--- src/rtl/code_serializer.sv ---
`default_nettype none
//==============================================================================
// Module   : code_serializer
// Purpose  : Serial code transmitter feeding the single-bit x input of the
//            sequential code-lock detector. A parallel code word is accepted
//            through a valid/ready handshake, shifted out MSB-first one bit
//            per clock, and followed by a programmable number of idle cycles.
//
// Parameters:
//   CODE_W     - code word width in bits (1..16)
//   GAP_CYC    - idle cycles inserted after each frame (0..255)
//   IDLE_LEVEL - level driven on x_out when no data bit is being sent
//
// Ports:
//   clk        in   system clock, rising edge
//   reset      in   asynchronous active-high reset
//   code_in    in   [CODE_W] word to transmit, sampled only on a transfer edge
//   code_valid in   code_in holds a valid word
//   code_ready out  block accepts a word this cycle (high only in IDLE)
//   x_out      out  registered serial bit stream
//   busy       out  high while a frame or its gap is in progress
//   done       out  one-cycle pulse after the last bit of a frame was driven
//   frame_cnt  out  [8] count of completed frames, wraps 255 -> 0
//
// Optional feature (macro CODE_SER_PARITY_EN):
//   When defined, an even-parity bit (XOR of all data bits) is sent as one
//   extra SHIFT cycle after the last data bit; done moves one cycle later.
//
// Revision : 1.0 - initial release
//==============================================================================

module code_serializer #(
    parameter int   CODE_W     = 4,
    parameter int   GAP_CYC    = 2,
    parameter logic IDLE_LEVEL = 1'b0
) (
    input  logic              clk,
    input  logic              reset,
    input  logic [CODE_W-1:0] code_in,
    input  logic              code_valid,
    output logic              code_ready,
    output logic              x_out,
    output logic              busy,
    output logic              done,
    output logic [7:0]        frame_cnt
);

    localparam int             BCW       = $clog2(CODE_W + 2);
    localparam logic [BCW-1:0] C_CNT_ONE = BCW'(1);
    localparam logic [BCW-1:0] C_CNT_LD  = BCW'(CODE_W);
    localparam logic [7:0]     C_GAP_LD  = 8'(GAP_CYC);

    typedef enum logic [1:0] {
        ST_IDLE  = 2'd0,
        ST_SHIFT = 2'd1,
        ST_GAP   = 2'd2
    } state_t;

    state_t              state_q,     state_d;
    logic [CODE_W-1:0]   shift_q,     shift_d;
    logic [BCW-1:0]      bit_cnt_q,   bit_cnt_d;
    logic [7:0]          gap_cnt_q,   gap_cnt_d;
    logic                x_q,         x_d;
    logic                done_q,      done_d;
    logic [7:0]          frame_cnt_q, frame_cnt_d;
`ifdef CODE_SER_PARITY_EN
    logic                parity_q,    parity_d;
`endif
    logic                w_frame_end;

    // Ready is a pure decode of the state so it never depends on code_valid.
    assign code_ready = (state_q == ST_IDLE);
    assign busy       = (state_q == ST_SHIFT) || (state_q == ST_GAP);
    assign x_out      = x_q;
    assign done       = done_q;
    assign frame_cnt  = frame_cnt_q;

    always_comb begin
        state_d     = state_q;
        shift_d     = shift_q;
        bit_cnt_d   = bit_cnt_q;
        gap_cnt_d   = gap_cnt_q;
        x_d         = x_q;
        done_d      = 1'b0;
        frame_cnt_d = frame_cnt_q;
`ifdef CODE_SER_PARITY_EN
        parity_d    = parity_q;
`endif
        w_frame_end = 1'b0;

        case (state_q)
            ST_IDLE: begin
                x_d = IDLE_LEVEL;
                if (code_valid) begin
                    // The MSB goes straight onto the line, so the shift
                    // register keeps only the bits still to be sent,
                    // left-aligned.
                    x_d       = code_in[CODE_W-1];
                    shift_d   = code_in << 1;
                    bit_cnt_d = C_CNT_LD;
                    state_d   = ST_SHIFT;
`ifdef CODE_SER_PARITY_EN
                    parity_d  = ^code_in;
`endif
                end
            end

            ST_SHIFT: begin
                // bit_cnt_q counts data bits not yet finished on the line,
                // including the one currently driven.
`ifdef CODE_SER_PARITY_EN
                if (bit_cnt_q == '0) begin
                    w_frame_end = 1'b1;
                end else if (bit_cnt_q == C_CNT_ONE) begin
                    x_d       = parity_q;
                    bit_cnt_d = '0;
                end else begin
                    x_d       = shift_q[CODE_W-1];
                    shift_d   = shift_q << 1;
                    bit_cnt_d = bit_cnt_q - C_CNT_ONE;
                end
`else
                if (bit_cnt_q <= C_CNT_ONE) begin
                    w_frame_end = 1'b1;
                end else begin
                    x_d       = shift_q[CODE_W-1];
                    shift_d   = shift_q << 1;
                    bit_cnt_d = bit_cnt_q - C_CNT_ONE;
                end
`endif
            end

            ST_GAP: begin
                x_d = IDLE_LEVEL;
                if (gap_cnt_q <= 8'd1) begin
                    gap_cnt_d = '0;
                    state_d   = ST_IDLE;
                end else begin
                    gap_cnt_d = gap_cnt_q - 8'd1;
                end
            end

            default: begin
                // Unreachable encoding: return to a clean IDLE but keep the
                // frame count, which is still meaningful.
                state_d   = ST_IDLE;
                shift_d   = '0;
                bit_cnt_d = '0;
                gap_cnt_d = '0;
                x_d       = IDLE_LEVEL;
`ifdef CODE_SER_PARITY_EN
                parity_d  = 1'b0;
`endif
            end
        endcase

        if (w_frame_end) begin
            x_d         = IDLE_LEVEL;
            done_d      = 1'b1;
            frame_cnt_d = frame_cnt_q + 8'd1;
            bit_cnt_d   = '0;
            shift_d     = '0;
            if (GAP_CYC > 0) begin
                state_d   = ST_GAP;
                gap_cnt_d = C_GAP_LD;
            end else begin
                state_d   = ST_IDLE;
                gap_cnt_d = '0;
            end
        end
    end

    always_ff @(posedge clk or posedge reset) begin
        if (reset) begin
            state_q     <= ST_IDLE;
            shift_q     <= '0;
            bit_cnt_q   <= '0;
            gap_cnt_q   <= '0;
            x_q         <= IDLE_LEVEL;
            done_q      <= 1'b0;
            frame_cnt_q <= '0;
`ifdef CODE_SER_PARITY_EN
            parity_q    <= 1'b0;
`endif
        end else begin
            state_q     <= state_d;
            shift_q     <= shift_d;
            bit_cnt_q   <= bit_cnt_d;
            gap_cnt_q   <= gap_cnt_d;
            x_q         <= x_d;
            done_q      <= done_d;
            frame_cnt_q <= frame_cnt_d;
`ifdef CODE_SER_PARITY_EN
            parity_q    <= parity_d;
`endif
        end
    end

endmodule

`default_nettype wire

--- config.mk ---
export PLATFORM = sky130hd
export DESIGN_NAME = code_serializer
export DESIGN_NICKNAME = d
export VERILOG_FILES = /design/src/rtl/code_serializer.sv
export SDC_FILE = /design/constraint.sdc
export NUM_CORES = 1
export LEC_CHECK = 0
export ABC_AREA = 1
export CORE_UTILIZATION = 53
export DETAILED_ROUTE_END_ITERATION = 10
export DONT_BUFFER_PORTS = 1
export GPL_ROUTABILITY_DRIVEN = 0
export MAX_ROUTING_LAYER = met4
export PLACE_DENSITY = 0.68
export SLEW_MARGIN = 25
export SYNTH_ARGS = -nofsm -noshare
export SYNTH_HDL_FRONTEND = slang
export SYNTH_SLANG_ARGS = --single-unit
--- constraint.sdc ---
create_clock -name clk -period 1.53 [get_ports clk]
set_input_delay 0.153 -clock clk [delete_from_list [all_inputs] [get_ports clk]]
set_output_delay 0.153 -clock clk [all_outputs]
set_load 0.05 [all_outputs]
Yosys cells after proc, flatten, opt, wreduce, memory -nomap -nowiden
Cells that the tools add are included. W data, S select, Z words.

Register bits after elaboration: 27. Input bits: 7. Output and inout port bits: 12. Word-level logic and storage cells: 47.

Add/subtract/negate cells: 3. $lt $le $gt $ge: 2. Equal/unequal tests: 8. Muxes and demuxes: 22. Reduce and logical (&&, ||, !) cells: 5.

Operator list (number): $mux W8 (2); $pmux W8 S2 (1); $mux W4 (3); $pmux W4 S3 (1); $mux W3 (3); $pmux W3 S3 (1); $add A8 B1 Y8 const B (1); $le A8 B1 Y1 const B (1); $sub A8 B1 Y8 const B (1); $mux W1 (6); $mux W2 (3); $ne A3 B2 Y1 const B (2); $pmux W2 S3 (1); $reduce_and A3 Y1 (2); $ne A2 B2 Y1 const B (2); $le A3 B1 Y1 const B (1); $ne A3 B3 Y1 const B (1); $sub A3 B1 Y3 const B (1); $eq A2 B1 Y1 const B (1); $eq A2 B2 Y1 const B (1); $logic_not A2 Y1 (1); $ne A2 B1 Y1 const B (1); $pmux W1 S2 (1); $reduce_or A2 Y1 (1); $logic_or A1 B1 Y1 (1).

Longest topological paths before layout
Gate-level depths: netlist of run 1.

Depth in word-level cells: 5. Gate-level depth with buffers: 9. Gate-level depth less buffers: 9.

Worst setup path after synthesis of run 1
Ideal clock, no wire load.

Kind: register -> register. Start: register state_q[0]. End: register bit_cnt_q[0]. Setup time: 0.074 ns. Data arrival time: 1.678 ns. Required time: 1.456 ns. Path slack: -0.222 ns. Cell stages (with the launch flop): 10. Buffers on the path: 1. Period minus slack after synthesis: 1.752 ns. Cells stage by stage: dfrtp_1 inv_1 ha_1 inv_1 nor2_1 nand2_2 nand2_2 buf_6 nand2_1 o21ai_2.

Elaborated cells between the ends (all ways): 10. Those cells by class: eq/ne: 5; mux: 3; reduce/logical: 2.

RTL lines: start: declaration (RTL line 59) `state_t state_q, state_d;`; start signal: assignment (RTL line 186) `state_q <= state_d;`; $logic_not A2 Y1 (*); via code_ready (RTL line 41) `output logic code_ready,`; $ne A3 B2 Y1 (no source line) or $pmux W3 S3 (tied branches); $reduce_and A3 Y1 (no source line) or $mux W3 (tied branches); end signal: assignment (RTL line 188) `bit_cnt_q <= bit_cnt_d;`; end: declaration (RTL line 61) `logic [BCW-1:0] bit_cnt_q, bit_cnt_d;`.

The timed path passes the listed nets; every way through them passes the cells marked *. A chain may end at the register's enable or synchronous reset.

Final worst setup path of run 1
Start: register state_q[1]. End: register frame_cnt_q[4], in the netlist frame_cnt[4].

Cells in the longest elaborated chain, start to end: 2.

RTL lines: $eq A2 B1 Y1 (RTL line 91) `case (state_q)`; $mux W1 (RTL line 91); end signal: assignment (RTL line 192) `frame_cnt_q <= frame_cnt_d;`; end: declaration (RTL line 65) `logic [7:0] frame_cnt_q, frame_cnt_d;`.

Every way passes these cells.

==> summary.txt, run 1 <==
Status
  • Status: completed

Worst hold path
  • Hold Path Class: input port to flop
  • Hold Path Sink: shift_q[3]$_DFFE_PP0P_
  • Hold-critical path depth: 3
  • Hold path start: code_in[2]

Logic synthesis
  • Yosys top cell by area: dfrtp_1
  • Async SR Flop Fraction: 1.00
  • Share of the synthesized area in the top cell type: 0.440
  • Simple-gate portion of the synthesized area: 0.237
  • Post-Synth XOR/XNOR Area: 0.0711
  • Post-synthesis mux area share: 0
  • Post-Syn Area: 1480 sq um
  • Prevailing post-synth register cell: dfrtp_1
  • YS warnings: 0
  • Compound-Gate Fraction of Synth Area: 0.0914
  • Number of synthesized register bits: 26
  • Most numerous cell in the Yosys netlist: nand2_1
  • Mean Syn Cell Area: around 8.3 sq um
  • Post-synth top cells: nand2_1, dfrtp_1, inv_1
  • Largest family of logic cells by synthesized area: simple AND/OR/NAND/NOR gates
  • Synth top area cells: dfrtp_1, nand2_1, ha_1
  • Number of synthesized flops with an enable pin: 0
  • Yosys cell types: 23
  • Net Count, Synth: between 150 and 200
  • Mapped Cells: between 150 and 200
  • Sequential area share after synthesis: 0.440
  • Post-Synth Adder-Cell Area: 0.0762

Clock tree
  • Root Buffer: clkbuf_4
  • CTS tree: yes
  • Clock Latency Late Sink: between 300 and 400 ps
  • Clock Path Buffers: 2
  • Worst-path clk slew: 150 ps
  • Cts bufs inserted: 3
  • H-Tree Depth: 1
  • Num Clock Sinks: 26

Power
  • Clock Power Share: 0.090
  • Peak supply drop: roughly 1600 uV
  • Reg power frac: 0.301
  • Leak pwr: between 0.0009 and 0.001 uW
  • Int Pwr: just under 2000 uW
  • Switching power: around 2000 uW
  • P per Cell Area: 2230 nW/um^2
  • Total power: between 3000 and 4000 uW
  • Sw Ratio: 0.497
  • Comb power frac: 0.609

Timing
  • Fin crit share: 0.953
  • RSZ-0062 raised after global routing: yes
  • Highest Clock Rate: just under 700 MHz
  • Max Clock Skew: approximately 4.5 ps
  • Worst-Margin Slew: ~590 ps
  • Hold WS: 133 ps
  • Slew headroom: 0.607
  • Slew Limit Fails: 0
  • Fin crit period: between 1000 and 1500 ps
  • Final Hold Fails: 0
  • Final worst slack: about 72 ps
  • Final setup viols: 0

Placement
  • IO buf count: 0
  • Pre-CTS setup slack: roughly 8.5 ps
  • Dpl hpwl: 2130 um

Floorplan
  • # rows: 18
  • IO Pins: 19
  • Die width: roughly 55 um
  • Die ar.: 3000 sq um
  • Core ar.: 2540 sq um
  • Die height: 54.8 um
  • Starting Density: 0.581

Setup path
  • Worst Path Class, Setup: flop to flop
  • R2R Setup Slk: 70 ps
  • Reg2Reg Depth: 6
  • Worst setup EP type: flop
  • CP required: 1780 ps
  • Critical path arrival: about 1700 ps
  • Worst r2r dst: frame_cnt[4]$_DFFE_PP0P_
  • Worst Setup Start Kind: flop
  • CP Max Fanout: 7
  • Crit Reg-Reg Startpoint: state_q[1]$_DFFE_PP0P_

Route
  • Drt pass-1 iters: 4
  • Via density per instance: 5.16
  • DR vias: between 1000 and 1500
  • Drt wl/cell: between 10 and 15 um
  • Routed WL: between 2000 and 3000 um
  • DRC: 0
  • Antenna viol nets, final: 0
  • DRT iter0 DRCs: 18

Global route
  • Vias in the first global route: roughly 1100
  • Largest net degree at the start of global routing: 17
  • Initial antenna violation count: 0
  • Total track usage: 0.216
  • Gr ovfl total: 0
  • First-pass GRT wire length: 4570 um

Job
  • Maxcap violations: 0

Cells and area
  • Share of cells above drive strength 1: 0.213
  • Nets: between 200 and 250
  • Synthesis-to-finish area growth: 19.1%
  • Final core utilization: 0.691
  • Antenna fix cells: 0
==> area by class of cell <==
type	count	area, sq um
timing repair buffer	23	183
sequential	26	651
fill	210	786
inverter	27	104
tap	30	37.5
multi-input combinational	122	748
clock buffer	4	36.3
==> power by group through the flow <==
stage          combinational (uW)  clock (uW)  sequential, uW
2_1_floorplan                1560           0            1350
3_3_place_gp                 2100           0            1190
3_5_place_dp                 2170           0            1200
4_1_cts                      2200         355            1180
5_1_grt                      2630         382            1210
6_report                     2390         353            1180
==> critical path, stage by stage, from the launching register on <==
cell	delay, ps
dfrtp_1	400
inv_1	110
ha_2	260
nand3_4	150
buf_4	200
nor2_4	90
xor2_1	170
==> sequential cells by signal, indices dropped and copies added, names as in the netlist <==
signal / count
frame_cnt: 8
gap_cnt_q: 8
bit_cnt_q: 3
shift_q: 3
state_q: 2
done: 1
x_out: 1
==> per-layer routing <==
layer / routed length, um / global-route usage
met1: 1350 / 0.280
met2: 1430 / 0.351
met3: 85 / 0.0278
met4: 13 / 0.0556
met5: 0 / -
==> cell usage in the layout, fill, tap and decap left out, types with 3 or more instances in the layout <==
cell type | netlist | layout
clkbuf_4 | 0 | 3
inv_1 | 26 | 24
a21oi_1 | 4 | 4
dfrtp_1 | 26 | 26
nand2_1 | 48 | 46
buf_4 | 0 | 19
nand3_1 | 10 | 9
dlygate4sd3_1 | 0 | 4
nand4_1 | 3 | 3
o21ai_0 | 6 | 4
o21ai_2 | 5 | 5
nor2_1 | 13 | 12
xor2_1 | 10 | 10
ha_1 | 9 | 7
==> timing repair <==
item | 4_1_cts | 5_1_grt
resized for setup | 1 | 12
buffers inserted | 0 | 3
hold buffers | 4 | 0
setup endpoints to repair | 4 | 20
endpoints found under the hold margin | 16 | 0
pin swaps | 0 | 2
==> worst max path at each step <==
stage | from | to | slack (ps)
2_1_floorplan | state_q[0]$_DFFE_PP0P_ | bit_cnt_q[0]$_DFFE_PP0P_ | 100
3_3_place_gp | bit_cnt_q[1]$_DFFE_PP0P_ | bit_cnt_q[2]$_DFFE_PP0P_ | 100
3_5_place_dp | state_q[1]$_DFFE_PP0P_ | bit_cnt_q[1]$_DFFE_PP0P_ | 9
4_1_cts | state_q[1]$_DFFE_PP0P_ | frame_cnt[4]$_DFFE_PP0P_ | 50
5_1_grt | bit_cnt_q[1]$_DFFE_PP0P_ | frame_cnt[4]$_DFFE_PP0P_ | -20
6_report | state_q[1]$_DFFE_PP0P_ | frame_cnt[4]$_DFFE_PP0P_ | 70
==> logic make-up after synthesis <==
logic type	count (synthesis)
DFF	26
xor gates and xnor gates	12
AOI/OAI and AO/OA	20
buffers and inverters	29
and+or+nand+nor	81
adders and majority gates	9
==> through the flow <==
stage                     cells  area (sq um)  setup TNS (ps)
after floorplan             177          1490               0
after global placement      221          1630               0
after detailed placement    221          1630               0
after CTS                   229          1710               0
after global routing        232          1760           -42.0
final                       232          1760               0
Power figures use the tool's default switching activity.
==> run 2: changes to the inputs <==
- CORE_ASPECT_RATIO: not set -> 0.7
==> run 2 against run 1 <==
Net effect:
- non-clock buffer count fell by 2
- first-iteration DRC count increased to 6.8 times the previous value
- critical path type unchanged
- sequential share of layout area down 0.60 points
- core utilization rose by 0.92 points
- critical path depth grew 2
- sequential power barely moved
- final area increased by 1.6%
- fmax is 3.4% lower
- largest cell class unchanged
- power grew 6.9%
- global-route usage is 3.8 points higher
- register-to-register slack got worse by 50 ps
- die area up 0.11%
==> summary.txt, run 2 (synthesized netlist as in run 1, its figures left out) <==
Floorplan
  • Core ar.: 2550 sq um
  • Die ar.: 3010 sq um
  • IO Pins: 19
  • Starting Density: 0.579
  • Die height: around 46 um
  • # rows: 15
  • Die width: between 60 and 70 um

Timing
  • Max Clock Skew: ~5.6 ps
  • Slew Limit Fails: 0
  • Fin Setup TNS: 0 ps
  • Fin crit share: 0.986
  • Fin crit period: approximately 1500 ps
  • Hold WS: approximately 37 ps
  • Worst-Margin Slew: around 460 ps
  • RSZ-0062 raised after global routing: yes
  • Final setup viols: 0
  • Slew headroom: 0.696
  • Final Hold Fails: 0
  • Highest Clock Rate: ~660 MHz

Setup path
  • Max stage delay on crit path: approximately 400 ps
  • Slowest CP cell: dfrtp_1
  • CP Max Fanout: 7
  • Critical path arrival: 1680 ps
  • Worst path bufs/invs: 1
  • CP required: roughly 1700 ps
  • Worst Setup Start Kind: flop
  • Worst setup EP type: flop
  • Worst Path Class, Setup: flop to flop
  • CP top delay family: simple AND/OR/NAND/NOR gates
  • CP Cell Sequence: inv_1, ha_1, o21bai_2, nand3_4, nand2_4, nand2_4, nor2_1, nor2_1

Global route
  • Total track usage: 0.254
  • Vias in the first global route: about 1100
  • Gr ovfl total: 0
  • Initial antenna violation count: 0
  • First-pass GRT wire length: 5440 um
  • Largest net degree at the start of global routing: 27

Route
  • DR vias: between 1000 and 1500
  • DRC: 0
  • Drt pass-1 iters: 4
  • Antenna viol nets, final: 0
  • Drt wl/cell: about 14 um
  • Via density per instance: ~5.2
  • Routed WL: between 3000 and 4000 um
  • DRT iter0 DRCs: approximately 120

Power
  • Sw Ratio: 0.500
  • Total power: approximately 4200 uW
  • Switching power: 2100 uW
  • Reg power frac: 0.282
  • Leak pwr: just over 0.0009 uW
  • Peak supply drop: ~1300 uV
  • P per Cell Area: about 2300 nW/um^2
  • Int Pwr: between 2000 and 2500 uW
  • Clock Power Share: 0.106
  • Comb power frac: 0.612

Placement
  • IO buf count: 0
  • Dpl hpwl: around 2400 um
  • Post-place instance area: ~1700 sq um

Worst hold path
  • Hold Path Class: input port to flop

Cells and area
  • Antenna fix cells: 0
  • Share of cells above drive strength 1: 0.234
  • Design area: approximately 1800 sq um
  • Most frequent cells in the layout: nand2_1, dfrtp_1, inv_1, buf_4, nor2_1
  • Synthesis-to-finish area growth: 21.0%
  • Commonest non-fill, non-tap cell in the layout: nand2_1
  • Nets: approximately 220

Clock tree
  • H-Tree Depth: 1
  • Clock Latency Late Sink: between 200 and 300 ps
  • Worst-path clk slew: about 90 ps
  • Clock Path Buffers: 2
  • Num Clock Sinks: 26
  • CTS tree: yes
  • Root Buffer: clkbuf_8
  • Cts bufs inserted: 3

Status
  • Status: completed

Job
  • Maxcap violations: 0
[run 2: changes by cell type in the layout (fill, tap and decap cells not counted), sizes merged]
cell	change
nand2	+1
dlygate4sd3	-3
buf	+1
[run 2: per-layer routing]
| layer | GRT usage | up-vias | routed length (um) |
|---|---|---|---|
| li1 | - | 602 | - |
| met1 | 0.367 | 566 | 1590 |
| met2 | 0.373 | 54 | 1530 |
| met3 | 0.0569 | 8 | 241 |
| met4 | 0.0348 | 0 | 23 |
| met5 | - | - | 0 |
[run 2: final cells by class]
cell class	count	area (sq um)
fill	211	764
clock buffer	4	55.1
inverter	27	104
tap	34	42.5
timing repair buffer	21	164
sequential	26	651
multi-input combinational	123	772
[run 2: path summary, 6_finish.rpt]
check	from	endpoint	slack (ps)	cells past startpoint
hold / removal	code_valid	x_out$_DFFE_PP0P_	40	2
setup reg to reg	bit_cnt_q[1]$_DFFE_PP0P_	bit_cnt_q[1]$_DFFE_PP0P_	20	8
hold reg to reg	shift_q[1]$_DFFE_PP0P_	shift_q[1]$_DFFE_PP0P_	510	2
min in group asynchronous	reset	gap_cnt_q[1]$_DFFE_PP0P_	380	3
max in group asynchronous	reset	frame_cnt[5]$_DFFE_PP0P_	900	3
setup / recovery	bit_cnt_q[1]$_DFFE_PP0P_	bit_cnt_q[1]$_DFFE_PP0P_	20	8
[run 2: repair_timing]
| item | 4_1_cts | 5_1_grt |
|---|---|---|
| cloned | 0 | 1 |
| gates resized for setup | 1 | 17 |
| setup endpoints to repair | 6 | 21 |
| setup buffers | 0 | 1 |
| pin swaps | 0 | 4 |
| hold endpoints to repair | 26 | 0 |
| hold buffers | 1 | 0 |
[run 2: power by group through the flow]
stage,Combinational [uW],Clock [uW],Sequential (uW)
floorplan,1560,0,1350
global placement,2210,0,1170
detailed placement,2320,0,1180
CTS,2340,457,1170
global route,2810,480,1200
finish,2570,443,1180
[run 2: worst register-to-register path, stage by stage (launching register included)]
cell and delay [ps]:
dfrtp_1 400, inv_1 90, ha_1 150, o21bai_2 150, nand3_4 180, nand2_4 170, nand2_4 90, nor2_1 100
nor2_1 60
[run 2: per-stage QoR]
stage	util	worst slack (ps)	instances
3_3_place_gp	0.648	60.4	228
4_1_cts	0.675	16.9	233
3_5_place_dp	0.648	-6.76	228
2_1_floorplan	-	101	177
5_1_grt	0.700	-28.3	235
6_report	0.700	21.0	235
